<file path="config.mk">
export PLATFORM = sky130hd
export DESIGN_NAME = program_counter
export DESIGN_NICKNAME = d
export VERILOG_FILES = /design/src/rtl/pc_pkg.sv /design/src/rtl/ras_stack.sv /design/src/rtl/program_counter.sv
export SDC_FILE = /design/constraint.sdc
export NUM_CORES = 1
export LEC_CHECK = 0
export CORE_ASPECT_RATIO = 1.5
export CORE_UTILIZATION = 45
export CTS_CLUSTER_DIAMETER = 100
export DETAILED_ROUTE_END_ITERATION = 7
export GPL_TIMING_DRIVEN = 0
export PLACE_DENSITY = 0.82
export SYNTH_ARGS = -nofsm -noshare
export SYNTH_HDL_FRONTEND = slang
export SYNTH_SLANG_ARGS = --single-unit
</file>
<file path="constraint.sdc">
create_clock -name CLK -period 3.2 [get_ports CLK]
set_input_delay 0.96 -clock CLK [delete_from_list [all_inputs] [get_ports CLK]]
set_output_delay 0.96 -clock CLK [all_outputs]
set_load 0.05 [all_outputs]
</file>
<file path="src/rtl/pc_pkg.sv">
// Shared defaults, next-PC select encoding and request bundle for the program counter.
// Pure declarations; no state, no timing.
package pc_pkg;

  localparam int ADDR_W_DEF    = 11;
  localparam int RAS_DEPTH_DEF = 4;

  typedef enum logic [2:0] {
    SEL_HOLD,
    SEL_RET,
    SEL_CALL,
    SEL_JUMP,
    SEL_BRANCH,
    SEL_INC
  } pc_sel_e;

  typedef struct packed {
    logic stall;
    logic ret;
    logic call;
    logic jump;
    logic branch;
  } pc_req_t;

  // A ret on an empty stack or a call on a full stack degrades to a plain increment.
  function automatic pc_sel_e pick_sel(input pc_req_t req, input logic stk_empty,
                                       input logic stk_full);
    pc_sel_e sel;
    sel = SEL_INC;
    if (req.stall)       sel = SEL_HOLD;
    else if (req.ret)    sel = stk_empty ? SEL_INC : SEL_RET;
    else if (req.call)   sel = stk_full  ? SEL_INC : SEL_CALL;
    else if (req.jump)   sel = SEL_JUMP;
    else if (req.branch) sel = SEL_BRANCH;
    return sel;
  endfunction

  function automatic logic stack_fault(input pc_req_t req, input logic stk_empty,
                                       input logic stk_full);
    return !req.stall && ((req.ret && stk_empty) || (!req.ret && req.call && stk_full));
  endfunction

endpackage

</file>
<file path="src/rtl/ras_stack.sv">
// Return-address LIFO: push/pop take effect on the next rising edge, top is combinational.
// No backpressure: push when full and pop when empty are ignored; push+pop replaces the top.
module ras_stack #(
  parameter int WIDTH = 11,
  parameter int DEPTH = 4
) (
  input  logic                   clk,
  input  logic                   rst_n,
  input  logic                   push,
  input  logic                   pop,
  input  logic [WIDTH-1:0]       push_dat,
  output logic [WIDTH-1:0]       top_dat,
  output logic [$clog2(DEPTH):0] depth,
  output logic                   full,
  output logic                   empty
);

  localparam int PTR_W = $clog2(DEPTH);
  localparam int CNT_W = PTR_W + 1;

  logic [WIDTH-1:0] mem_q [DEPTH];
  logic [WIDTH-1:0] mem_d [DEPTH];
  logic [CNT_W-1:0] depth_q, depth_d;
  logic [PTR_W-1:0] top_idx;
  logic [PTR_W-1:0] wr_idx;
  logic             do_push, do_pop;

  assign full    = (depth_q == CNT_W'(DEPTH));
  assign empty   = (depth_q == '0);
  assign depth   = depth_q;
  assign top_idx = PTR_W'(depth_q - CNT_W'(1));
  assign top_dat = mem_q[top_idx];
  assign do_pop  = pop && !empty;
  assign do_push = push && (!full || do_pop);

  always_comb begin
    depth_d = depth_q;
    mem_d   = mem_q;
    wr_idx  = PTR_W'(depth_q);
    if (do_push && do_pop) begin
      wr_idx        = top_idx;
      mem_d[wr_idx] = push_dat;
    end else if (do_push) begin
      mem_d[wr_idx] = push_dat;
      depth_d       = depth_q + CNT_W'(1);
    end else if (do_pop) begin
      depth_d = depth_q - CNT_W'(1);
    end
  end

  always_ff @(posedge clk or negedge rst_n) begin
    if (!rst_n) depth_q <= '0;
    else        depth_q <= depth_d;
  end

  // Entry storage is deliberately unreset; it is never observed while depth is zero.
  always_ff @(posedge clk) begin
    mem_q <= mem_d;
  end

endmodule

</file>
<file path="src/rtl/program_counter.sv">
// Program counter with prioritised stall/ret/call/jump/branch/increment and a return-address stack.
// One-edge latency from request to read_PC; stall freezes all state, no other backpressure.
module program_counter
  import pc_pkg::*;
#(
  parameter int                ADDR_W     = ADDR_W_DEF,
  parameter int                RAS_DEPTH  = RAS_DEPTH_DEF,
  parameter logic [ADDR_W-1:0] RESET_ADDR = '0
) (
  input  logic              CLK,
  input  logic              RST_N,
  input  logic              stall,
  input  logic              branch,
  input  logic [ADDR_W-1:0] branch_target,
  input  logic              jump,
  input  logic              call,
  input  logic [ADDR_W-1:0] jump_target,
  input  logic              ret,
  output logic [ADDR_W-1:0] read_PC,
  output logic              ras_empty,
  output logic              ras_full,
  output logic              ras_err
);

  localparam int DEPTH_W = $clog2(RAS_DEPTH) + 1;

  logic [ADDR_W-1:0]  pc_q, pc_d, pc_inc;
  logic               err_q, err_d;
  pc_req_t            req;
  pc_sel_e            sel;
  logic               stk_push, stk_pop, stk_full, stk_empty;
  logic [ADDR_W-1:0]  stk_top;
  logic [DEPTH_W-1:0] stk_depth;

  ras_stack #(
    .WIDTH (ADDR_W),
    .DEPTH (RAS_DEPTH)
  ) u_ras (
    .clk      (CLK),
    .rst_n    (RST_N),
    .push     (stk_push),
    .pop      (stk_pop),
    .push_dat (pc_inc),
    .top_dat  (stk_top),
    .depth    (stk_depth),
    .full     (stk_full),
    .empty    (stk_empty)
  );

  always_comb begin
    req      = '{stall: stall, ret: ret, call: call, jump: jump, branch: branch};
    sel      = pick_sel(req, stk_empty, stk_full);
    pc_inc   = pc_q + ADDR_W'(1);
    stk_push = (sel == SEL_CALL);
    stk_pop  = (sel == SEL_RET);
    err_d    = err_q | stack_fault(req, stk_empty, stk_full);
    pc_d     = pc_inc;
    case (sel)
      SEL_HOLD:   pc_d = pc_q;
      SEL_RET:    pc_d = stk_top;
      SEL_CALL:   pc_d = jump_target;
      SEL_JUMP:   pc_d = jump_target;
      SEL_BRANCH: pc_d = branch_target;
      default:    pc_d = pc_inc;
    endcase
  end

  always_ff @(posedge CLK or negedge RST_N) begin
    if (!RST_N) begin
      pc_q  <= RESET_ADDR;
      err_q <= 1'b0;
    end else begin
      pc_q  <= pc_d;
      err_q <= err_d;
    end
  end

  assign read_PC   = pc_q;
  assign ras_empty = stk_empty;
  assign ras_full  = stk_full;
  assign ras_err   = err_q;

  a_depth_bounded: assert property (@(posedge CLK) disable iff (!RST_N)
    stk_depth <= DEPTH_W'(RAS_DEPTH));

endmodule

</file>
==> results of run 1 <==
-- critical path, stage by stage --
cell and delay, ns:
clkdlybuf4s50_1 0.49, buf_4 0.24, nor2_1 0.19, and3_2 0.30
ha_4 0.23, mux2i_2 0.36, buf_4 0.27, nor2_4 0.07
buf_12 0.16
-- worst min-delay path by stage --
stage               cells past startpoint                       start                          to  slack, ns
floorplan                               1  u_ras.depth[2]$_DFFE_PN0P_  u_ras.depth[2]$_DFFE_PN0P_       0.51
finish                                  1           ras_err$_DFF_PN0_           ras_err$_DFF_PN0_       0.47
detailed placement                      1           ras_err$_DFF_PN0_           ras_err$_DFF_PN0_       0.46
CTS                                     1           ras_err$_DFF_PN0_           ras_err$_DFF_PN0_       0.47
global placement                        1           ras_err$_DFF_PN0_           ras_err$_DFF_PN0_       0.45
global route                            1           ras_err$_DFF_PN0_           ras_err$_DFF_PN0_       0.48
-- synth_stat cells (all sizes together), types with 2 or more instances --
cell type,number
xnor2,2
buf,6
a222oi,10
nand3,7
edfxtp,44
ha,9
inv,16
mux2i,5
xor2,10
and4,2
mux4,11
clkbuf,7
nand2,2
a22oi,2
and3,3
a211o,2
dfrtp,15
o221ai,8
nor2,52
nand4,4
nor3,3
-- through the flow --
stage          area (um^2)  hold slack [ns]
2_1_floorplan         3100            0.506
3_3_place_gp          3610            0.454
3_5_place_dp          3610            0.456
4_1_cts               3930            0.473
5_1_grt               3980            0.485
6_report              3980            0.471
-- cells by family after synthesis --
logic type | count (synthesis)
AO/OA/AOI/OAI | 31
adder cells (fa/ha/maj) | 9
buffers and inverters | 29
multiplexers | 17
XOR/XNOR | 12
AND/OR/NAND/NOR | 80
flip-flops | 59
-- placed cells by master, fill, tap and decap left out, types with 6 or more instances in the layout --
master,Yosys,routed
nor2_1,52,47
edfxtp_1,44,44
clkdlybuf4s50_1,0,40
inv_1,14,14
dfrtp_1,15,14
mux4_2,11,11
xor2_1,10,10
a222oi_1,10,10
clkbuf_8,0,9
o221ai_2,8,8
ha_1,9,7
buf_4,3,6
nand3_1,7,6
-- layer usage --
metal  part of all wire (%)  routed length [um]  up-vias
li1                       -                   -     1011
met1                     38                2870     1139
met3                    5.6                 428        8
met4                    1.2                  91        0
met2                     55                4200      102
met5                      0                   0        -
-- sequential cells by signal, indices dropped and copies added (netlist names) --
name / count
u_ras.depth: 3
read_PC: 11
u_ras.mem_q: 44
ras_err: 1
-- final cells by class --
cell class	count	area, um^2	area share, %
flip-flops and latches	59	1700	42.6
multi-input cells	149	1350	34.0
repair buffers	46	489	12.3
clock buffers	9	124	3.11
well taps	76	95.1	2.39
clock inverters	7	85.1	2.14
plain buffers	12	78.8	1.98
inverters	16	60.1	1.51
-- repair_timing --
item	CTS	global route
gates resized for setup	27	10
pin swaps	2	1
gates cloned	0	0
setup buffers	3	1
endpoints found under the setup margin	89	56
-- where the power goes --
part / internal, mW / leakage (nW) / switching (mW)
logic: 0.715 / 0.756 / 1.13
clock network: 0.374 / 0.106 / 0.336
registers: 1.02 / 0.587 / 0.151
total: 2.11 / 1.45 / 1.62
==> flow_summary_export.csv, run 1 <==
group,metric,value,unit
global_routing,grt_pass1_vias,2284,
routing,detail_route.vias_per_cell,6.04,
place,gp_congestion,0.795,
yosys,synth_xor_area_share,3.40,%
worst_setup_path,crit_start,"ret",
yosys,synth-main-ff-cell,"edfxtp_1",
global_routing,grt_pass1_wl,12100,um
yosys,yosys.area.top_type,"edfxtp_1",
yosys,netlist_area,3100,um^2
yosys,synth_top_family_by_area,"simple AND/OR/NAND/NOR gates",
timing,drv_slew,0,
floorplanning,dieArea,7220,um^2
floorplanning,pin_count,43,
routing,drc,2,
worst_hold_path,holdCritPathClass,"flop to flop",
clock_tree,cts_root_buf,"clkbuf_8",
global_routing,grt_antenna_before_repair,0,
yosys,seq_area_frac_synth,54.8,%
routing,drt-initial-drc-count,186,
final_layout,area.growth.synth_to_final,28.7,%
floorplanning,dieWidth,69.7,um
run,maxCapViolations,0,
outcome,violations,"DRC",
yosys,ys_warn_count,0,
yosys,synth-seq-cells,59,
final_layout,finalNetCount,331,
final_layout,fillerInstances,506,
yosys,syn_nets,275,
clock_tree,path_clk_slew,0.08,ns
timing,finalCritPeriodShare,99.2,%
clock_tree,insertion_delay,0.33,ns
floorplanning,initial_core_util,47.1,%
worst_setup_path,r2r_start,"u_ras.depth[0]$_DFFE_PN0P_",
routing,drt_wl_total,7600,um
clock_tree,cts_made_buffers,9,
pwr,finalPower,3.72,mW
timing,fin_skew,0.00637,ns
worst_setup_path,rrSetupSlack,0.19,ns
global_routing,globalRouteMet3Util,4.96,%
timing,tns,0,ns
place,place_inst,355,
final_layout,layout-drive-gt1-share,26.2,%
routing,drtAntennaViolNets,0,
yosys,synth_compound_area_share,11.5,%
pwr,p_leak,1.45,nW
pwr,power.density,935,nW/um^2
yosys,netlist_instances,237,
yosys,synth_area_leaders,"edfxtp_1 43%, dfrtp_1 12%, mux4_2 8.0%",
worst_setup_path,endpoint,"u_ras.mem_q[29]$_DFFE_PP_",
worst_setup_path,reg2reg_depth,11,
yosys,synth_cell_types,44,
worst_setup_path,critPathMaxFanout,11,
pwr,ir_drop,0.000338,V
worst_setup_path,crit_arrival,3.27,ns
global_routing,grt_overflow_total,0,
global_routing,met1_usage,26.4,%
timing,hold_viol_final,0,
timing,fin_ws,0.0270,ns
routing,wl_per_cell,20.3,um
timing,fmax,315,MHz
worst_setup_path,cp-end-kind,"flop",
worst_setup_path,worstSetupPathType,"input port to flop",
timing,rsz0062_at_grt,"true",
final_layout,diodes,0,
timing,post-route-min-period,3.17,ns
floorplanning,fp.dieH,104,um
floorplanning,core-area,6580,um^2
timing,setup_viol,0,
final_layout,final_cells,374,
yosys,synth_edf_count,44,
worst_setup_path,crit_path_start_kind,"input port",
final_layout,utilization,60.6,%
global_routing,grt_max_degree,16,
clock_tree,clkSinkCount,59,
clock_tree,htreeDepth,3,
outcome,status,"finished with violations",
clock_tree,cts_hold_buf,0,
floorplanning,rows,36,
place,hpwlAfterDp,5010,um
routing,drt-pass1-iter-count,8,
yosys,synth_area_per_cell,13.1,um^2
yosys,synth_fa_ha_area_share,3.64,%
global_routing,busiest_layer,"met2",
clock_tree,clockBufferDepth,2,
global_routing,grt_usage,21.9,%
worst_setup_path,required,3.30,ns
timing,tightest_slew,0.755,ns
routing,vias,2260,
yosys,synth_top_area_share,42.7,%
timing,relSlewSlack,49.5,%
clock_tree,cts_tree,"done",
yosys,synth_mux_area_share,9.98,%
yosys,synth-simple-area-share,12.4,%
place,port_buffers,42,
global_routing,gr-usage-met2,37.5,%
place,dp_slack,-1.46,ns
yosys,async_flop_share,25.4,%
worst_setup_path,rr_endpoint,"u_ras.mem_q[29]$_DFFE_PP_",
(Power assumes the default switching activity.)
==> run 2, diff against run 1 <==
- CORE_MARGIN: unset -> 3
- CTS_BUF_LIST: unset -> sky130_fd_sc_hd__clkbuf_8
==> flow_summary_export.csv, run 2 (synthesized netlist as in run 1, its figures left out) <==
group,metric,value,unit
worst_setup_path,required,3.30,ns
pwr,switchingPower,1.60,mW
place,place_area,3610,um^2
routing,drc,0,
clock_tree,cts_tree,"done",
final_layout,final_common_cell,"nor2_1",
timing,post-route-min-period,3.14,ns
clock_tree,path_clk_slew,0.07,ns
timing,fin_skew,0.0115,ns
timing,hold_ws,0.485,ns
final_layout,area.growth.synth_to_final,29.7,%
pwr,p_leak,1.46,nW
floorplanning,dieWidth,73.7,um
pwr,ir_drop,0.000310,V
routing,vias,2250,
pwr,finalPower,3.85,mW
timing,relSlewSlack,50.3,%
routing,detail_route.vias_per_cell,6.00,
worst_setup_path,critPathMaxFanout,10,
worst_setup_path,crit_arrival,3.25,ns
timing,setup_viol,0,
final_layout,design_area,4020,um^2
worst_setup_path,cp_slowest_cell,"clkdlybuf4s50_1",
global_routing,grt_overflow_total,0,
clock_tree,cts_hold_buf,0,
worst_setup_path,r2r_start,"u_ras.depth[0]$_DFFE_PN0P_",
final_layout,largest_register_ffs,44,
final_layout,fillerInstances,475,
floorplanning,pin_count,43,
global_routing,grt_pass1_wl,11900,um
worst_setup_path,worstSetupPathType,"input port to flop",
global_routing,grt_usage,20.8,%
worst_setup_path,crit_path_start_kind,"input port",
timing,hold_viol_final,0,
pwr,power.density,959,nW/um^2
clock_tree,cts_root_buf,"clkbuf_8",
floorplanning,initial_core_util,47.1,%
routing,drtAntennaViolNets,0,
final_layout,layout-drive-gt1-share,26.1,%
worst_setup_path,crit_path_frequent_cell,"buf_4",
pwr,power.internal,2.25,mW
routing,wl_per_cell,20.4,um
outcome,status,"complete, no violations",
global_routing,grt_antenna_before_repair,0,
worst_hold_path,holdCritPathClass,"flop to flop",
worst_setup_path,crit_path_cell_trace,"clkdlybuf4s50_1 > buf_4 > nor2_1 > and3_2 > ha_4 > mux2i_2 > buf_4 > nor2_4 > buf_12",
place,gp_congestion,0.838,
global_routing,grt_pass1_vias,2359,
final_layout,regMostFlops,"u_ras.mem_q",
global_routing,grt_max_degree,16,
floorplanning,core-area,6580,um^2
worst_setup_path,cp-end-kind,"flop",
final_layout,layout_common_cells,"47 x nor2_1, 44 x edfxtp_1, 40 x clkdlybuf4s50_1",
clock_tree,clkSinkCount,59,
place,hpwlAfterDp,5100,um
routing,drt-pass1-iter-count,7,
place,port_buffers,42,
floorplanning,fp.dieH,108,um
timing,rsz0062_at_grt,"false",
floorplanning,dieArea,7930,um^2
run,maxCapViolations,0,
pwr,pwr-share-seq,30.5,%
timing,fmax,318,MHz
pwr,p_comb_share,47.7,%
worst_setup_path,cp_slowest_stage_delay,0.52,ns
pwr,p_sw_share,41.5,%
clock_tree,cts_made_buffers,9,
final_layout,diodes,0,
clock_tree,htreeDepth,3,
routing,drt_wl_total,7640,um
timing,tns,0,ns
routing,drt-initial-drc-count,229,
final_layout,finalNetCount,332,
floorplanning,rows,36,
worst_setup_path,crit_start,"ret",
timing,tightest_slew,0.744,ns
pwr,pwr-share-clk,21.7,%
timing,drv_slew,0,
timing,finalCritPeriodShare,98.2,%
worst_hold_path,min_from,"ras_err$_DFF_PN0_",
clock_tree,insertion_delay,0.34,ns
clock_tree,clockBufferDepth,2,
[run 2: changes by cell type in the layout (fill, tap and decap cells not counted), sizes merged]
cell / delta
clkinv: -2
inv: -2
clkbuf: -1
buf: +2
clkdlybuf4s18: -1
bufinv: +2
clkdlybuf4s15: +1
clkinvlp: +2
[run 2: stage by stage]
step	std cells	worst slack, ns	util, %
after CTS	374	0.0300	60.3
after global routing	375	0.00394	61.1
after floorplan	237	-0.0654	-
final	375	0.0575	61.1
after global placement	355	-1.32	54.9
after detailed placement	355	-1.46	54.9
[run 2: power groups by stage]
stage                     logic [mW]  clock network, mW  registers (mW)
final                           1.84              0.836            1.18
after global routing            1.98              0.882            1.19
after CTS                       1.79              0.845            1.17
after detailed placement        1.71                  0            1.18
after global placement          1.67                  0            1.17
after floorplan                0.987                  0            1.39
[run 2: path summary, 6_finish.rpt]
| path | slack [ns] | to | cells past startpoint |
|---|---|---|---|
| setup / recovery | 0.06 | u_ras.mem_q[43]$_DFFE_PP_ | 9 |
| hold / removal | 0.48 | ras_err$_DFF_PN0_ | 1 |
| setup reg to reg | 0.31 | u_ras.mem_q[43]$_DFFE_PP_ | 11 |
| hold reg to reg | 0.48 | ras_err$_DFF_PN0_ | 1 |
| max in group asynchronous | 1.64 | u_ras.depth[0]$_DFFE_PN0P_ | 1 |
| min in group asynchronous | 1.05 | u_ras.depth[0]$_DFFE_PN0P_ | 1 |
[run 2: what timing repair did]
item / in CTS / in global routing
hold endpoints to repair: 0 / 0
endpoints found under the setup margin: 89 / 64
resized for setup: 28 / 10
pin swaps: 2 / 1
buffers inserted: 4 / 1
[run 2: worst max-delay path, delay by kind of cell]
family	cells	cell delay (ns)
adder cells (fa/ha/maj)	1	0.23
multiplexers	1	0.35
AND/OR/NAND/NOR	3	0.52
buffers and inverters	4	1.19
[run 2: final cells by class]
| class | instances | area [um^2] | area share [%] |
|---|---|---|---|
| Clock buffer | 9 | 124 | 3.09 |
| Tap cell | 76 | 95.1 | 2.37 |
| Inverter | 16 | 60.1 | 1.50 |
| Multi-Input combinational cell | 149 | 1350 | 33.7 |
| Timing Repair Buffer | 47 | 485 | 12.1 |
| Clock inverter | 7 | 118 | 2.93 |
| Sequential cell | 59 | 1700 | 42.3 |
| Buffer | 12 | 82.6 | 2.06 |
[run 2: layer usage]
metal  GRT usage, %  up-vias  part of all wire [%]
met5              0        -                     0
met4           10.9        0                   2.5
met3           4.21       16                   6.0
met2           36.3       93                    54
met1           23.2     1122                    38
li1               -     1019                     -
==> run 3, diff against run 2 <==
- PLACE_DENSITY: 0.82 -> 0.69
==> flow_summary_export.csv, run 3 (synthesized netlist as in run 1, its figures left out) <==
group,metric,value,unit
routing,drt-pass1-iter-count,7,
routing,wl_per_cell,21.0,um
routing,drtAntennaViolNets,0,
timing,tightest_slew,0.822,ns
place,place_area,3610,um^2
floorplanning,initial_core_util,47.1,%
global_routing,gr-usage-met2,36.7,%
final_layout,regMostFlops,"u_ras.mem_q",
final_layout,layout_common_cells,"47 x nor2_1, 44 x edfxtp_1, 40 x clkdlybuf4s50_1",
final_layout,fillerInstances,543,
run,maxCapViolations,0,
global_routing,grt_pass1_wl,12300,um
worst_setup_path,crit_path_start_kind,"input port",
final_layout,area.growth.synth_to_final,28.1,%
floorplanning,rows,36,
timing,fin_skew,0.0121,ns
final_layout,largest_register_ffs,44,
pwr,p_leak,1.45,nW
timing,rsz0062_at_grt,"true",
global_routing,grt_pass1_vias,2374,
final_layout,layout-drive-gt1-share,24.2,%
floorplanning,pin_count,43,
final_layout,finalNetCount,331,
pwr,power.density,923,nW/um^2
clock_tree,clockBufferDepth,2,
global_routing,grt_max_degree,16,
clock_tree,path_clk_slew,0.06,ns
global_routing,grt_antenna_before_repair,0,
timing,hold_viol_final,0,
pwr,finalPower,3.66,mW
final_layout,final_common_cell,"nor2_1",
routing,vias,2201,
worst_setup_path,worstSetupPathType,"input port to flop",
worst_setup_path,cp_slowest_stage_delay,0.42,ns
place,gp_congestion,0.810,
floorplanning,core-area,6580,um^2
clock_tree,cts_tree,"done",
worst_setup_path,cp_slowest_cell,"clkdlybuf4s50_1",
worst_setup_path,cp-end-kind,"flop",
global_routing,met1_usage,26.4,%
floorplanning,dieArea,7930,um^2
clock_tree,cts_made_buffers,9,
worst_setup_path,critPathMaxFanout,11,
clock_tree,cts_root_buf,"clkbuf_8",
timing,hold_ws,0.467,ns
timing,post-route-min-period,3.11,ns
clock_tree,htreeDepth,3,
final_layout,final_cells,374,
floorplanning,fp.dieH,108,um
timing,tns,0,ns
place,place_inst,355,
global_routing,grt_overflow_total,0,
routing,drt-initial-drc-count,161,
final_layout,diodes,0,
place,port_buffers,42,
global_routing,busiest_layer,"met2",
worst_setup_path,crit_path_cell_trace,"clkdlybuf4s50_1 > buf_2 > inv_1 > nand3_4 > inv_1 > ha_4 > mux2i_1 > buf_4 > nor2_4 > buf_12",
worst_setup_path,crit_arrival,3.20,ns
timing,relSlewSlack,45.0,%
clock_tree,clkSinkCount,59,
worst_setup_path,r2r_start,"u_ras.depth[0]$_DFFE_PN0P_",
final_layout,design_area,3960,um^2
worst_setup_path,required,3.29,ns
clock_tree,insertion_delay,0.34,ns
place,hpwlAfterDp,5340,um
worst_hold_path,min_from,"ras_err$_DFF_PN0_",
worst_setup_path,critPathBufInv,6,
routing,drt_wl_total,7850,um
routing,drc,0,
timing,setup_viol,0,
worst_hold_path,holdCritPathClass,"flop to flop",
timing,fmax,322,MHz
timing,drv_slew,0,
worst_setup_path,path_delay_family,"buffers and inverters",
timing,finalCritPeriodShare,97.1,%
global_routing,grt_usage,21.6,%
outcome,status,"complete, no violations",
worst_setup_path,crit_start,"stall",
clock_tree,cts_hold_buf,0,
worst_setup_path,crit_path_frequent_cell,"inv_1",
pwr,ir_drop,0.000666,V
routing,detail_route.vias_per_cell,5.89,
global_routing,globalRouteMet3Util,2.90,%
floorplanning,dieWidth,73.7,um
## run 3: cell types whose count changed in the layout (fill, tap and decap cells not counted), moves of 2 or more
cell	previous run	this run
clkinv_1	0	2
clkinvlp_4	2	0
buf_4	7	4
buf_6	2	4
bufinv_16	3	1
## run 3: cell type report
type	instances	area [um^2]	area share [%]
flip-flops and latches	59	1700	42.8
plain buffers	12	92.6	2.34
multi-input cells	149	1350	34.0
repair buffers	46	484	12.2
clock inverters	6	50.0	1.26
well taps	76	95.1	2.40
clock buffers	10	138	3.47
inverters	16	60.1	1.52
## run 3: through the flow
step	setup WS [ns]	util, %
after floorplan	-0.0654	-
after global placement	-1.49	54.9
after CTS	0.0288	59.8
after global routing	-0.0322	60.3
after detailed placement	-1.53	54.9
final	0.0922	60.3
## run 3: report_power, final
| group | switching (mW) | internal [mW] | leakage, nW | total (mW) |
|---|---|---|---|---|
| Sequential | 0.156 | 1.02 | 0.587 | 1.18 |
| Combinational | 1.12 | 0.717 | 0.761 | 1.84 |
| Clock | 0.279 | 0.368 | 0.104 | 0.647 |
## run 3: path summary, 6_finish.rpt
path                       depth (start not counted)                    endpoint  slack [ns]
setup / recovery                                  10   u_ras.mem_q[34]$_DFFE_PP_        0.09
hold / removal                                     1           ras_err$_DFF_PN0_        0.47
setup reg to reg                                  11   u_ras.mem_q[34]$_DFFE_PP_        0.22
hold reg to reg                                    1           ras_err$_DFF_PN0_        0.47
max in group asynchronous                          1  u_ras.depth[0]$_DFFE_PN0P_        1.54
min in group asynchronous                          1           ras_err$_DFF_PN0_        1.10
## run 3: routing by layer
metal,routed length (um),vias up
met3,451,11
met1,2960,1103
li1,-,1012
met5,0,-
met2,4270,75
met4,172,0
## run 3: repair_timing
item | 4_1_cts | 5_1_grt
setup endpoints to repair | 90 | 59
hold endpoints to repair | 0 | 0
buffers inserted | 4 | 0
resized for setup | 28 | 13
pin swaps | 3 | 0
